`src/rtl/rr_row_scheduler.sv`:
```
// Round-robin row scheduler: grants one requesting row at a time, holds the
// grant until done, abandonment or timeout, then inserts a one-cycle release gap.
module rr_row_scheduler #(
    parameter int unsigned Lvl_ROWS    = 4,
    parameter int unsigned TIMEOUT_CYC = 16
) (
    input  logic                        clk_i,
    input  logic                        reset_i,
    input  logic                        enable_i,
    input  logic [Lvl_ROWS-1:0]         req_i,
    input  logic                        done_i,
    output logic [Lvl_ROWS-1:0]         gnt_o,
    output logic                        gnt_valid_o,
    output logic [$clog2(Lvl_ROWS)-1:0] gnt_idx_o,
    output logic                        timeout_o
);

    localparam int unsigned IDX_W   = $clog2(Lvl_ROWS);
    // Keep the hold counter at least one bit wide when the timeout is disabled.
    localparam int unsigned CNT_W   = (TIMEOUT_CYC > 0) ? $clog2(TIMEOUT_CYC + 1) : 1;
    localparam int unsigned TO_LAST = (TIMEOUT_CYC > 0) ? TIMEOUT_CYC - 1 : 0;

    typedef enum logic [1:0] {
        IDLE    = 2'd0,
        BUSY    = 2'd1,
        RELEASE = 2'd2
    } state_t;

    state_t                state, state_d;
    logic [IDX_W-1:0]      ptr, ptr_d;
    logic [CNT_W-1:0]      cnt, cnt_d;
    logic [Lvl_ROWS-1:0]   gnt_d;
    logic                  gnt_valid_d;
    logic [IDX_W-1:0]      gnt_idx_d;
    logic                  timeout_d;

    logic                  win_found;
    logic [IDX_W-1:0]      win_idx;
    logic                  to_hit;
    logic                  busy_exit;
    logic [IDX_W-1:0]      ptr_after;

    // Pick the first requesting row at or above ptr, wrapping to row 0.
    always_comb begin
        win_found = 1'b0;
        win_idx   = '0;
        for (int unsigned i = 0; i < Lvl_ROWS; i++) begin
            if (!win_found && req_i[IDX_W'((32'(ptr) + i) % Lvl_ROWS)]) begin
                win_found = 1'b1;
                win_idx   = IDX_W'((32'(ptr) + i) % Lvl_ROWS);
            end
        end
    end

    // Release conditions of the current grant and the pointer that follows it.
    always_comb begin
        to_hit    = (TIMEOUT_CYC != 0) && (cnt == CNT_W'(TO_LAST));
        busy_exit = done_i || !req_i[gnt_idx_o] || to_hit;
        ptr_after = (gnt_idx_o == IDX_W'(Lvl_ROWS - 1)) ? '0 : gnt_idx_o + 1'b1;
    end

    // Next-state and next-output logic; outputs hold unless a state changes them.
    always_comb begin
        state_d     = state;
        ptr_d       = ptr;
        cnt_d       = cnt;
        gnt_d       = gnt_o;
        gnt_valid_d = gnt_valid_o;
        gnt_idx_d   = gnt_idx_o;
        timeout_d   = 1'b0;

        case (state)
            IDLE: begin
                gnt_d       = '0;
                gnt_valid_d = 1'b0;
                gnt_idx_d   = '0;
                if (enable_i && win_found) begin
                    state_d     = BUSY;
                    cnt_d       = '0;
                    gnt_d       = Lvl_ROWS'(1) << win_idx;
                    gnt_valid_d = 1'b1;
                    gnt_idx_d   = win_idx;
                end
            end
            BUSY: begin
                if (cnt != {CNT_W{1'b1}}) begin
                    cnt_d = cnt + 1'b1;
                end
                if (busy_exit) begin
                    state_d     = RELEASE;
                    ptr_d       = ptr_after;
                    gnt_d       = '0;
                    gnt_valid_d = 1'b0;
                    gnt_idx_d   = '0;
                    timeout_d   = to_hit && !done_i;
                end
            end
            RELEASE: begin
                state_d     = IDLE;
                gnt_d       = '0;
                gnt_valid_d = 1'b0;
                gnt_idx_d   = '0;
            end
            default: begin
                state_d     = IDLE;
                gnt_d       = '0;
                gnt_valid_d = 1'b0;
                gnt_idx_d   = '0;
            end
        endcase
    end

    // State, pointer, hold counter and registered outputs with synchronous reset.
    always_ff @(posedge clk_i) begin
        if (!reset_i) begin
            state       <= IDLE;
            ptr         <= '0;
            cnt         <= '0;
            gnt_o       <= '0;
            gnt_valid_o <= 1'b0;
            gnt_idx_o   <= '0;
            timeout_o   <= 1'b0;
        end else begin
            state       <= state_d;
            ptr         <= ptr_d;
            cnt         <= cnt_d;
            gnt_o       <= gnt_d;
            gnt_valid_o <= gnt_valid_d;
            gnt_idx_o   <= gnt_idx_d;
            timeout_o   <= timeout_d;
        end
    end

endmodule

```
`config.mk`:
```
export PLATFORM = sky130hd
export DESIGN_NAME = rr_row_scheduler
export DESIGN_NICKNAME = d
export VERILOG_FILES = /design/src/rtl/rr_row_scheduler.sv
export SDC_FILE = /design/constraint.sdc
export NUM_CORES = 1
export LEC_CHECK = 0
export ABC_AREA = 1
export CAP_MARGIN = 0
export CORE_ASPECT_RATIO = 0.75
export CORE_UTILIZATION = 45
export DETAILED_ROUTE_END_ITERATION = 7
export MAX_ROUTING_LAYER = met4
export PLACE_DENSITY = 0.68
export SYNTH_ARGS = -nofsm -noshare
export SYNTH_HDL_FRONTEND = slang
export SYNTH_SLANG_ARGS = --single-unit
```
`constraint.sdc`:
```
create_clock -name clk_i -period 2.2 [get_ports clk_i]
set_input_delay 0.33 -clock clk_i [delete_from_list [all_inputs] [get_ports clk_i]]
set_output_delay 0.33 -clock clk_i [all_outputs]
set_load 0.01 [all_outputs]
```
==> flow_summary.yaml <==
status:
  status: "finished clean"
sta:
  worstMarginPinSlew_ns: 0.4134
  slew_headroom_pct: 72.41
  period_share_pct: 76.84
  skew_ns: 0.0009443
  hold_viol: 0
  slew_violations: 0
  rsz0062_at_grt: "false"
  fin_tns_setup_ns: 0
  max_freq_ghz: 0.5916
  hold_ws_ns: 0.4675
  setup_violations: 0
  fin_crit_ns: 1.690
logic_synthesis:
  ys_warn_count: 0
  syn_area_per_cell_um2: 6.832
  seq_area_frac_synth_pct: 30.56
  synth_nets: 175
  synth-async-reset-ratio_pct: 0
  ys_ff_latch: 17
  synth_cell_types: 28
  synth-edff-count: 0
  synthFlopType: "dfxtp_1"
  synth_largest_area_cell: "dfxtp_1"
  ys_top_cells_by_area: "dfxtp_1 31%, nand2_1 18%, a21oi_1 6.7%"
  synth_top_cell_area_share_pct: 30.56
  postSynthCellCount: 163
  synthesis.area_mm2: 0.001114
placement:
  hpwl_mm: 1.767
  portBuffers: 15
  place_congestion: 0.8132
clock_tree:
  cts_root_buffer: "clkbuf_4"
  worstSkewPairLatency_ns: 0.28
  holdBufCountCts: 0
  clk_pin_slew_ns: 0.10
  clk_path_buf_depth: 2
  tritoncts: "built"
  cts-htree-levels: 1
  ctsResizeCount: 0
  numClockSinks: 17
  cts_inserted_buffers: 3
  post_cts_buffers: 0
power:
  total_power_mw: 0.8454
  switchingPower_mw: 0.3195
  p_int_mw: 0.5260
  comb_power_share_pct: 38.8
  clkPwrFrac_pct: 19.4
  p_per_area_mw_per_mm2: 633.9
  seqPwrFrac_pct: 41.8
  vdd.ir_drop.worst_mv: 0.3310
  total_leakage_power_nw: 0.5929
  sw_frac_of_total_pct: 37.79
global_routing:
  grt-ovfl-total: 0
  antenna_found_initial: 0
  grt.total_usage_pct: 19.26
  grt_pass1_vias: 867
  grt_max_degree: 14
  grt_pass1_wl_mm: 3.767
finish:
  drive_above_1_share_pct: 15.38
  final_nets: 195
  regArea_um2: 340.3
  multi_input_area_um2: 701.9
  area_growth_pct: 19.78
  nFillCells: 239
  diodes: 0
flow_run:
  max_cap_violations: 0
worst_hold_path:
  hp-class: "reg -> reg"
floorplan:
  start_util_pct: 47.85
  rows: 15
  coreArea_mm2: 0.002327
  die_w_um: 59.44
  pin_count: 16
  die_h_um: 45.08
  die_area_mm2: 0.002680
detailed_routing:
  vias: 1067
  wl_per_cell_um: 10.45
  avgViaCountPerCell: 4.940
  wl_mm: 2.257
  drt_iter0_drc: 48
  postRouteAntennaNets: 0
  drt_first_pass_iters: 4
  drc_errors: 0
setup_path:
  crit_chain: "clkdlybuf4s50_1"
  critPathSlowestCell: "clkdlybuf4s50_1"
  required_ns: 1.87
  cp.arrival_ns: 1.36
  cpLargestDelayFamily: "buffers and inverters"
  path_max_fanout: 8
  max_stage_delay_ns: 0.59
  path_buf_inv: 1
  worstSetupPathType: "reg -> out"
  start_kind: "register"
  critPathCaptureType: "primary output"
==> flip-flops by register name, summed over array words and instances (netlist names) <==
name and cells:
cnt 5, gnt_idx_o 2, gnt_o 4, gnt_valid_o 1
ptr 2, state 2, timeout_o 1
==> cells by family (layout without fill, tap and decap cells) <==
family | count (synthesis) | count (layout) | synth area share (%)
AND/OR/NAND/NOR | 100 | 100 | 46.07
AO/OA/AOI/OAI | 25 | 25 | 12.47
flip-flops | 17 | 17 | 30.56
buffers and inverters | 17 | 36 | 6.404
adder cells (fa/ha/maj) | 4 | 4 | 4.495
==> cells in the mapped netlist (all sizes together) (2+ instances only) <==
cell type	instances
nor2	17
o21a	2
a21oi	15
nand2	62
nand3	13
ha	4
nand3b	2
o21ai	6
nor3b	2
dfxtp	17
inv	15
o211ai	2
==> cells in the final DEF, fill, tap and decap left out, drive strengths merged <==
master	n
nand3	13
nand2	62
nand3b	2
clkinv	1
ha	4
o211ai	2
dfxtp	17
nor3b	2
inv	15
o21a	2
o21ai	6
and3	1
nor2	17
buf	2
a21oi	15
nand4	1
clkdlybuf4s50	15
clkbuf	3
or2	1
nor4	1
==> power by group through the flow <==
stage | Combinational [mW] | Clock, mW | Sequential, mW
6_report | 0.328 | 0.164 | 0.353
5_1_grt | 0.367 | 0.183 | 0.357
4_1_cts | 0.328 | 0.174 | 0.353
3_5_place_dp | 0.327 | 0 | 0.360
3_3_place_gp | 0.322 | 0 | 0.359
2_1_floorplan | 0.245 | 0 | 0.361
==> path summary, 6_finish.rpt <==
| check | from | end | slack [ns] | cells after the start |
|---|---|---|---|---|
| hold reg to reg | gnt_o[3] | gnt_o[3] | 0.47 | 2 |
| setup / recovery | gnt_idx_o[0] | gnt_idx_o[0] | 0.51 | 1 |
| hold / removal | gnt_o[3] | gnt_o[3] | 0.47 | 2 |
| setup reg to reg | ptr[0] | gnt_o[1] | 0.55 | 10 |
==> per-stage QoR <==
| step | setup slack, ns | utilization [%] | area, µm² | cells |
|---|---|---|---|---|
| 2_1_floorplan | 0.7202 | - | 1114 | 163 |
| 3_3_place_gp | 0.3209 | 56.13 | 1306 | 212 |
| 3_5_place_dp | 0.2782 | 56.13 | 1306 | 212 |
| 4_1_cts | 0.4923 | 57.31 | 1334 | 216 |
| 5_1_grt | 0.4077 | 57.31 | 1334 | 216 |
| 6_report | 0.5095 | 57.31 | 1334 | 216 |
==> metal layers <==
layer  vias to the layer above  GRT usage, %  part of all wire (%)
li1                        571             -                     -
met1                       471         27.59                    54
met2                        23         26.52                    41
met3                         2         5.158                   4.2
met4                         0         4.762                  0.58
met5                         -             -                     0
==> area by class of cell <==
type | count | area share, %
well taps | 34 | 3.189
clock inverters | 1 | 0.3752
multi-input cells | 129 | 52.63
clock buffers | 3 | 1.689
inverters | 15 | 4.221
flip-flops and latches | 17 | 25.52
repair buffers | 17 | 12.38
Power figures use the tool's default switching activity.
